==> src/rtl/note_metadata_reader_if.sv <==
`default_nettype none
// ============================================================================
// Module      : note_metadata_reader_if
// Description : Bundle between the note metadata reader, the note BRAM read
//               port and the note consumer.
//               master : the reader. Drives mem_addr and the note fields,
//                        and receives mem_dout and note_ready.
//               slave  : the memory and consumer side.
//               mem_addr   - BRAM read address
//               mem_dout   - BRAM read data (32-bit note word)
//               note_valid - the note fields hold a note
//               note_ready - the consumer takes the note when valid & ready
//               note_pitch / note_string / note_fret / note_time - decoded
//                            fields of the note word
// Revision    : 1.0 - initial release
// ============================================================================
interface note_metadata_reader_if #(
    parameter int LOGSIZE = 12
) ();
    logic [LOGSIZE-1:0] mem_addr;
    logic [31:0]        mem_dout;
    logic               note_valid;
    logic               note_ready;
    logic [5:0]         note_pitch;
    logic [2:0]         note_string;
    logic [3:0]         note_fret;
    logic [15:0]        note_time;

    modport master (
        output mem_addr,
        input  mem_dout,
        output note_valid,
        input  note_ready,
        output note_pitch,
        output note_string,
        output note_fret,
        output note_time
    );

    modport slave (
        input  mem_addr,
        output mem_dout,
        input  note_valid,
        output note_ready,
        input  note_pitch,
        input  note_string,
        input  note_fret,
        input  note_time
    );
endinterface
`default_nettype wire

==> src/rtl/note_metadata_reader.sv <==
`default_nettype none
// ============================================================================
// Module      : note_metadata_reader
// Description : Playback-side reader for the note metadata BRAM. Walks the
//               32-bit note words in address order. It presents each note
//               once song_time + LEAD reaches the note time. It also owns
//               the song-time counter.
//               Note word: [31:29] code (000 note, 111 end, others skipped),
//                          [28:23] pitch, [22:20] string, [19:16] fret,
//                          [15:0] time.
// Ports       : clk, reset  - clock, asynchronous active-high reset
//               start       - one-cycle pulse; starts playback from address 0
//                             when the reader is idle or done
//               tick        - 1 ms time-base strobe that advances song_time
//               pause       - (NOTE_READER_PAUSE_EN only) freezes song_time
//                             and holds back the release of new notes
//               bus         - master side of note_metadata_reader_if
//                             (BRAM read port and note handshake)
//               song_time   - ticks since start. Saturates at 16'hFFFF.
//               playing     - high from start until the end of data
//               done        - high once the end of data is reached
// Config      : `define NOTE_READER_PAUSE_EN to add the pause input.
// Revision    : 1.0 - initial release
// ============================================================================
module note_metadata_reader #(
    parameter int          LOGSIZE = 12,
    parameter logic [15:0] LEAD    = 16'd2000
) (
    input  wire logic               clk,
    input  wire logic               reset,
    input  wire logic               start,
    input  wire logic               tick,
`ifdef NOTE_READER_PAUSE_EN
    input  wire logic               pause,
`endif
    note_metadata_reader_if.master  bus,
    output logic [15:0]             song_time,
    output logic                    playing,
    output logic                    done
);

    localparam logic [LOGSIZE-1:0] c_addr_one  = {{(LOGSIZE-1){1'b0}}, 1'b1};
    localparam logic [LOGSIZE-1:0] c_addr_last = {LOGSIZE{1'b1}};
    localparam logic [15:0]        c_time_max  = 16'hFFFF;
    localparam logic [2:0]         c_code_note = 3'b000;
    localparam logic [2:0]         c_code_end  = 3'b111;

    typedef enum logic [2:0] {
        S_IDLE   = 3'd0,
        S_FETCH  = 3'd1,
        S_WAIT   = 3'd2,
        S_DECODE = 3'd3,
        S_HOLD   = 3'd4,
        S_EMIT   = 3'd5,
        S_DONE   = 3'd6
    } state_t;

    state_t             r_state;
    logic [LOGSIZE-1:0] r_mem_addr;
    logic               r_note_valid;
    logic [5:0]         r_note_pitch;
    logic [2:0]         r_note_string;
    logic [3:0]         r_note_fret;
    logic [15:0]        r_note_time;
    logic [15:0]        r_song_time;
    logic               r_playing;
    logic               r_done;

    logic               w_pause;
    logic [2:0]         w_code;
    logic               w_release;
    logic               w_last_addr;
    logic               w_accept;
    logic               w_tick_en;

`ifdef NOTE_READER_PAUSE_EN
    assign w_pause = pause;
`else
    assign w_pause = 1'b0;
`endif

    assign w_code      = bus.mem_dout[31:29];
    assign w_last_addr = (r_mem_addr == c_addr_last);
    assign w_accept    = r_note_valid & bus.note_ready;

    // Extend to 17 bits so that a large LEAD near the end of the 16-bit time
    // range cannot wrap around and hold back a note indefinitely.
    assign w_release = (({1'b0, r_song_time} + {1'b0, LEAD}) >= {1'b0, r_note_time});

    // song_time runs from start onward. It keeps counting after the end of
    // data so that the game can time out its tail. It stops only at reset
    // (or in IDLE, before the first start).
    assign w_tick_en = tick & ~w_pause & (r_state != S_IDLE) &
                       (r_song_time != c_time_max);

    always_ff @(posedge clk or posedge reset) begin
        if (reset) begin
            r_state       <= S_IDLE;
            r_mem_addr    <= '0;
            r_note_valid  <= 1'b0;
            r_note_pitch  <= '0;
            r_note_string <= '0;
            r_note_fret   <= '0;
            r_note_time   <= '0;
            r_song_time   <= '0;
            r_playing     <= 1'b0;
            r_done        <= 1'b0;
        end else begin
            if (w_tick_en) begin
                r_song_time <= r_song_time + 16'd1;
            end

            case (r_state)
                S_IDLE, S_DONE: begin
                    // A start overrides a tick in the same cycle, so every
                    // playback begins at exactly song_time == 0.
                    if (start) begin
                        r_song_time <= '0;
                        r_mem_addr  <= '0;
                        r_playing   <= 1'b1;
                        r_done      <= 1'b0;
                        r_state     <= S_FETCH;
                    end
                end

                // The BRAM registers its read address at the end of FETCH.
                // Its data is stable by DECODE.
                S_FETCH: r_state <= S_WAIT;
                S_WAIT:  r_state <= S_DECODE;

                S_DECODE: begin
                    if (w_code == c_code_end) begin
                        r_playing <= 1'b0;
                        r_done    <= 1'b1;
                        r_state   <= S_DONE;
                    end else if (w_code == c_code_note) begin
                        r_note_pitch  <= bus.mem_dout[28:23];
                        r_note_string <= bus.mem_dout[22:20];
                        r_note_fret   <= bus.mem_dout[19:16];
                        r_note_time   <= bus.mem_dout[15:0];
                        r_state       <= S_HOLD;
                    end else if (w_last_addr) begin
                        // Reserved code in the last word: nothing more to
                        // read.
                        r_playing <= 1'b0;
                        r_done    <= 1'b1;
                        r_state   <= S_DONE;
                    end else begin
                        r_mem_addr <= r_mem_addr + c_addr_one;
                        r_state    <= S_FETCH;
                    end
                end

                S_HOLD: begin
                    if (w_release && !w_pause) begin
                        r_note_valid <= 1'b1;
                        r_state      <= S_EMIT;
                    end
                end

                S_EMIT: begin
                    if (w_accept) begin
                        r_note_valid <= 1'b0;
                        if (w_last_addr) begin
                            r_playing <= 1'b0;
                            r_done    <= 1'b1;
                            r_state   <= S_DONE;
                        end else begin
                            r_mem_addr <= r_mem_addr + c_addr_one;
                            r_state    <= S_FETCH;
                        end
                    end
                end

                default: r_state <= S_IDLE;
            endcase
        end
    end

    assign bus.mem_addr    = r_mem_addr;
    assign bus.note_valid  = r_note_valid;
    assign bus.note_pitch  = r_note_pitch;
    assign bus.note_string = r_note_string;
    assign bus.note_fret   = r_note_fret;
    assign bus.note_time   = r_note_time;
    assign song_time       = r_song_time;
    assign playing         = r_playing;
    assign done            = r_done;

endmodule
`default_nettype wire

==> src/flat_wrapper.sv <==
// flat-port wrapper written by rule: the top's interface ports become plain ports
module note_metadata_reader_flat 
#(
    parameter int          LOGSIZE = 12,
    parameter logic [15:0] LEAD    = 16'd2000
)
  (clk, reset, start, tick, song_time, playing, done, bus_mem_addr, bus_mem_dout, bus_note_valid, bus_note_ready, bus_note_pitch, bus_note_string, bus_note_fret, bus_note_time);
  note_metadata_reader_if #(.LOGSIZE(LOGSIZE)) bus_i ();
  input  wire logic clk;
  input  wire logic reset;
  input  wire logic start;
  input  wire logic tick;
  output logic [15:0] song_time;
  output logic playing;
  output logic done;
  output wire logic [$bits(bus_i.mem_addr)-1:0] bus_mem_addr;
  input wire logic [$bits(bus_i.mem_dout)-1:0] bus_mem_dout;
  output wire logic [$bits(bus_i.note_valid)-1:0] bus_note_valid;
  input wire logic [$bits(bus_i.note_ready)-1:0] bus_note_ready;
  output wire logic [$bits(bus_i.note_pitch)-1:0] bus_note_pitch;
  output wire logic [$bits(bus_i.note_string)-1:0] bus_note_string;
  output wire logic [$bits(bus_i.note_fret)-1:0] bus_note_fret;
  output wire logic [$bits(bus_i.note_time)-1:0] bus_note_time;
  assign bus_mem_addr = bus_i.mem_addr;
  assign bus_i.mem_dout = bus_mem_dout;
  assign bus_note_valid = bus_i.note_valid;
  assign bus_i.note_ready = bus_note_ready;
  assign bus_note_pitch = bus_i.note_pitch;
  assign bus_note_string = bus_i.note_string;
  assign bus_note_fret = bus_i.note_fret;
  assign bus_note_time = bus_i.note_time;
  note_metadata_reader #(.LOGSIZE(LOGSIZE), .LEAD(LEAD)) u_core (.clk(clk), .reset(reset), .start(start), .tick(tick), .bus(bus_i), .song_time(song_time), .playing(playing), .done(done));
endmodule
==> config.mk <==
export PLATFORM = sky130hd
export DESIGN_NAME = note_metadata_reader_flat
export DESIGN_NICKNAME = d
export VERILOG_FILES = /design/src/rtl/note_metadata_reader_if.sv /design/src/rtl/note_metadata_reader.sv /design/src/flat_wrapper.sv
export SDC_FILE = /design/constraint.sdc
export NUM_CORES = 1
export LEC_CHECK = 0
export ABC_AREA = 1
export ABC_CLOCK_PERIOD_IN_PS = 3540
export BUFFER_PORTS_ARGS = -buffer_cell sky130_fd_sc_hd__buf_2
export CORE_AREA = 2 2 76 132
export CTS_CLUSTER_SIZE = 10
export DETAILED_ROUTE_END_ITERATION = 12
export DIE_AREA = 0 0 78 134
export PLACE_DENSITY = 0.64
export SYNTH_ARGS = -nofsm -noshare
export SYNTH_HDL_FRONTEND = slang
export SYNTH_SLANG_ARGS = --single-unit
==> constraint.sdc <==
create_clock -name clk -period 3.54 [get_ports clk]
set_input_delay 0.177 -clock clk [delete_from_list [all_inputs] [get_ports clk]]
set_output_delay 0.177 -clock clk [all_outputs]
set_load 0.005 [all_outputs]
# Yosys cells after proc, flatten, opt, wreduce, memory -nomap -nowiden
# Index checks and enable logic that the tools add are counted.
dict set report op_classes {
  bitwise 4
  eq_ne 15
  add_sub_neg 3
  magnitude_cmp 1
  reduce_logical 11
  mux 31
}
# operator count
set op_table {}
lappend op_table {{$mux W12} 5}
lappend op_table {{$mux W16} 3}
lappend op_table {{$pmux W12 S3} 1}
lappend op_table {{$mux W3} 6}
lappend op_table {{$pmux W3 S6} 1}
lappend op_table {{$add A16 B11 Y17 const B} 1}
lappend op_table {{$ge A17 B16 Y1} 1}
lappend op_table {{$add A16 B1 Y16 const B} 1}
lappend op_table {{$ne A16 B16 Y1 const B} 1}
lappend op_table {{$add A12 B1 Y12 const B} 1}
lappend op_table {{$eq A12 B12 Y1 const B} 1}
lappend op_table {{$eq A3 B3 Y1 const B} 4}
lappend op_table {{$mux W1} 12}
lappend op_table {{$reduce_and A3 Y1} 3}
lappend op_table {{$eq A3 B2 Y1 const B} 2}
lappend op_table {{$logic_not A3 Y1} 2}
lappend op_table {{$ne A2 B2 Y1 const B} 3}
lappend op_table {{$pmux W1 S3} 2}
lappend op_table {{$reduce_bool A3 Y1} 2}
lappend op_table {{$reduce_and A5 Y1} 1}
lappend op_table {{$ne A2 B1 Y1 const B} 2}
lappend op_table {{$reduce_and A4 Y1} 1}
lappend op_table {{$and A1 B1 Y1} 3}
lappend op_table {{$eq A3 B1 Y1 const B} 1}
lappend op_table {{5 further kinds} 5}
dict set report word_totals {
  regBits 63
  out_inout_bits 60
}

# Depth between registers and ports, before layout
dict set report logic_depth {
  ltp_word 6
  ltp_mapped 20
  ltp_nobuf 20
}

# Least setup slack after synthesis
# OpenSTA, ideal clock, no wires.
dict set report synth_timing {
  path_type {reg-to-reg}
  start {register u_core.r_song_time[4] (netlist: u_core.song_time[4])}
  end {register u_core.r_state[2]}
  setup_ns 0.117
  t_arrival_ns 2.497
  path_slack_ns 0.926
  n_path_buf 0
  path_stages_with_launch 19
  path_cell_list {dfrtp_1 ha_1 nor2_1 nand2_1 nor3_2 inv_1 o21ai_2 xor2_1 inv_1 ha_1 inv_1 nor3_1 nand4_1 o21bai_1 nor2_1 nand3_1 nand2_1 nand2_1 nand2_1}
}
dict set report synth_between {
  elab_chain_len 4
}
# item line
set synth_lines {}
lappend synth_lines {{start: declaration} note_metadata_reader.sv:65} ;# logic [15:0] r_song_time;
lappend synth_lines {{start signal: assignment} note_metadata_reader.sv:110} ;# r_song_time <= r_song_time + 16'd1;
lappend synth_lines {{$add A16 B11 Y17} note_metadata_reader.sv:88} ;# assign w_release = (({1'b0, r_song_time} + {1'b0, LEAD}) >= {1'b0, r_note_time});
lappend synth_lines {{$ge A17 B16 Y1} note_metadata_reader.sv:88}
lappend synth_lines {{$ne A2 B1 Y1 (no line)} --}
lappend synth_lines {{$reduce_and A3 Y1 (no line)} --}
lappend synth_lines {{end signal: assignment} note_metadata_reader.sv:98} ;# r_state <= S_IDLE;
lappend synth_lines {{end signal: assignment} note_metadata_reader.sv:122} ;# r_state <= S_FETCH;
lappend synth_lines {{end signal: assignment} note_metadata_reader.sv:128} ;# S_FETCH: r_state <= S_WAIT;
lappend synth_lines {{end: declaration} note_metadata_reader.sv:58} ;# state_t r_state;
# Every way passes these cells.
# A chain may end at the register's enable or synchronous reset.

# Final worst setup path
# Ends and elaborated chain as after synthesis.

==> out/metrics.cfg <==
[yosys]
synthMuxAreaShare = 0
seq_area_frac_synth = 0.431
synthTopCellsByCount = nand2_1, dfrtp_1, inv_1
synth-simple-area-share = 0.275
synth-compound-area-share = 0.0999
yosysMostFrequentCell = nand2_1
synth-edff-count = 0
synth_area_sq_um = 3660
yosysWarnings = 0
synth.net_count = 520
synth_flop_cell = dfrtp_1
yosysUniqueCellTypes = 40
synthArstFlopShare = 1.00
synth-seq-cells = 63
synth.area.top_cells = dfrtp_1, nand2_1, ha_1, inv_1, xor2_1
syn_inst = 464
synth_top_area_frac = 0.431
synthXorXnorAreaFrac = 0.0527
synthAdderAreaFrac = 0.0650
synth_top_family_by_area = simple AND/OR/NAND/NOR gates
yosys.area.top_type = dfrtp_1
synth_area_per_cell_sq_um = 7.88

[critical_path]
path_buf_inv = 3
cp_top_family = simple AND/OR/NAND/NOR gates
cp_slowest_cell = dfrtp_1
end_kind = flop
slowest_delay_ns = 0.42
crit_type = reg2reg
crit_chain = ha_1 -> nor2_1 -> nand2_1 -> nor3_2 -> inv_1 -> o21ai_2 -> xor2_1 -> inv_1 -> ha_1 -> inv_1 -> nor3_1 -> nand4_1 -> o21bai_1 -> nor2_1 -> nand3_1 -> nand2_1 -> nand2_1 -> nand2_1
timing.critical_path.mode_cell = nand2_1
start_kind = flop
cp.arrival_ns = 3.15
path_max_fanout = 6
cp.required_ns = 3.75

[routing]
via_per_inst = 4.91
drtIter0Drc = 150
wl_met3_microns = 463
wl_met1_microns = 3590
highest_layer = met4
drt_wl_total_microns = 9360
firstDrtPassIters = 5
drc = 0
wl_per_cell_microns = 13.6
wl_met2_microns = 4920
postRouteAntennaNets = 0
vias = 3390

[clock_network]
cts_sinks = 63
numCtsBuffers = 9
cts_setup_buffers = 0
clk_pin_slew_ns = 0.05
hold_buffers = 0
root_buffer = clkbuf_16
htree_levels = 3
insertion_delay_ns = 0.33
clk_path_buf_depth = 2
cts_resized = 0
cts_tree = built

[power_and_ir_drop]
combPwrFrac = 0.387
ir_worst_vdd_mv = 0.478
pwr-share-clk = 0.274
p_leak_nw = 2.41
p_sw_mw = 1.33
switching_share = 0.380
power_frac_seq = 0.339
p_int_mw = 2.18
totalPowerFinal_mw = 3.52
p_per_area_nw_per_um2 = 766

[global_routing]
grt_pass1_vias = 3528
overflow = 0
grt_max_degree = 46
grtUsageTotal = 0.194
antenna_found_initial = 0
grt_pass1_wl_microns = 16000

[sta]
period_needed_ns = 2.94
post-route-period-util = 0.830
rsz0062_at_grt = false
finClkSkew_ns = 0.0102
hold_viol = 0
setup_viol = 0
hold_slack_ns = 0.0352
fmax_mhz = 340
finalMaxSlewViolations = 0
tightestPinTransition_ns = 0.869
setup-tns-final_ns = 0
relSlewSlack = 0.420

[die]
die_area_sq_um = 10500
start_util = 0.389
die_w_microns = 78
std_cell_rows = 47
core_region_area_sq_um = 9410
chipHeight_microns = 134
ios = 97

[placement]
port_buffers = 96
hpwl_microns = 7270
dp_cells = 674
place.gp.congestion = 0.870

[job]
cap_violations = 0

[status]
outcome = completed

[hold_path]
worstHoldPathType = in2async

[cells_and_area]
area_growth_pct = 25.4
drive_gt1_frac = 0.246
diodes = 0
final_nets = 619
n_fill_cell = 961
stdcell_count = 690

==> layout make-up <==
| cell class | count | area, sq um | area share |
|---|---|---|---|
| Clock buffer | 13 | 260 | 0.0567 |
| Clock inverter | 3 | 65.1 | 0.0142 |
| Inverter | 63 | 239 | 0.0521 |
| Multi-Input combinational cell | 328 | 1800 | 0.392 |
| Sequential cell | 63 | 1580 | 0.344 |
| Tap cell | 122 | 153 | 0.0333 |
| Timing Repair Buffer | 98 | 495 | 0.108 |
==> layout by cell type (no fill, tap or decap), types with 9 or more instances in the layout <==
cell type	Yosys	layout
clkbuf_16	0	9
nor2_1	39	39
inv_1	57	56
nor3_1	11	11
nand3_1	25	25
o21ai_0	28	28
nand2_1	123	123
ha_1	19	19
dfrtp_1	63	63
xor2_1	18	18
buf_2	4	96
a21oi_1	17	17
==> metrics by stage <==
step	setup slack [ns]	instance area [sq um]	util
floorplan	0.926	3660	-
global placement	0.743	4260	0.453
detailed placement	0.634	4260	0.453
CTS	0.619	4590	0.488
global route	0.194	4590	0.488
finish	0.602	4590	0.488
==> state kept, by name (all words and copies together) (netlist names) <==
signal                  cells
u_core.bus.note_valid       1
u_core.playing              1
u_core.bus.mem_addr        12
u_core.bus.note_pitch       6
u_core.song_time           16
u_core.bus.note_time       16
u_core.done                 1
u_core.bus.note_fret        4
u_core.r_state              3
u_core.bus.note_string      3
==> metal layers <==
metal / up-vias / GRT usage
met4: 0 / 0.107
li1: 1686 / -
met2: 107 / 0.345
met1: 1570 / 0.207
met5: - / 0
met3: 27 / 0.0498
==> worst paths after layout <==
| kind | from | to | slack [ns] | cells after the start |
|---|---|---|---|---|
| setup / recovery | u_core.song_time[4] | u_core.r_state[2] | 0.60 | 18 |
| hold / removal | reset | u_core.song_time[14] | 0.04 | 2 |
| setup reg to reg | u_core.song_time[4] | u_core.r_state[2] | 0.60 | 18 |
| hold reg to reg | u_core.bus.note_fret[3] | u_core.bus.note_fret[3] | 0.47 | 2 |
| max in group asynchronous | reset | u_core.bus.note_time[3] | 2.65 | 3 |
| min in group clk | bus_mem_dout[0] | u_core.bus.note_time[0] | 0.05 | 3 |
==> power by group through the flow <==
stage	sequential, mW	combinational (mW)	clock (mW)
after CTS	1.19	1.39	0.973
after global placement	1.19	1.34	0
after global routing	1.23	1.58	1.02
after floorplan	1.19	0.862	0
after detailed placement	1.20	1.38	0
final	1.19	1.36	0.963
==> kinds of logic after synthesis <==
family          Yosys count
flops                    63
fa+ha+maj                19
xor+xnor                 22
simple gates            225
compound gates           62
buf+inv                  73
Note: power is estimated with default switching activity, not from simulation.
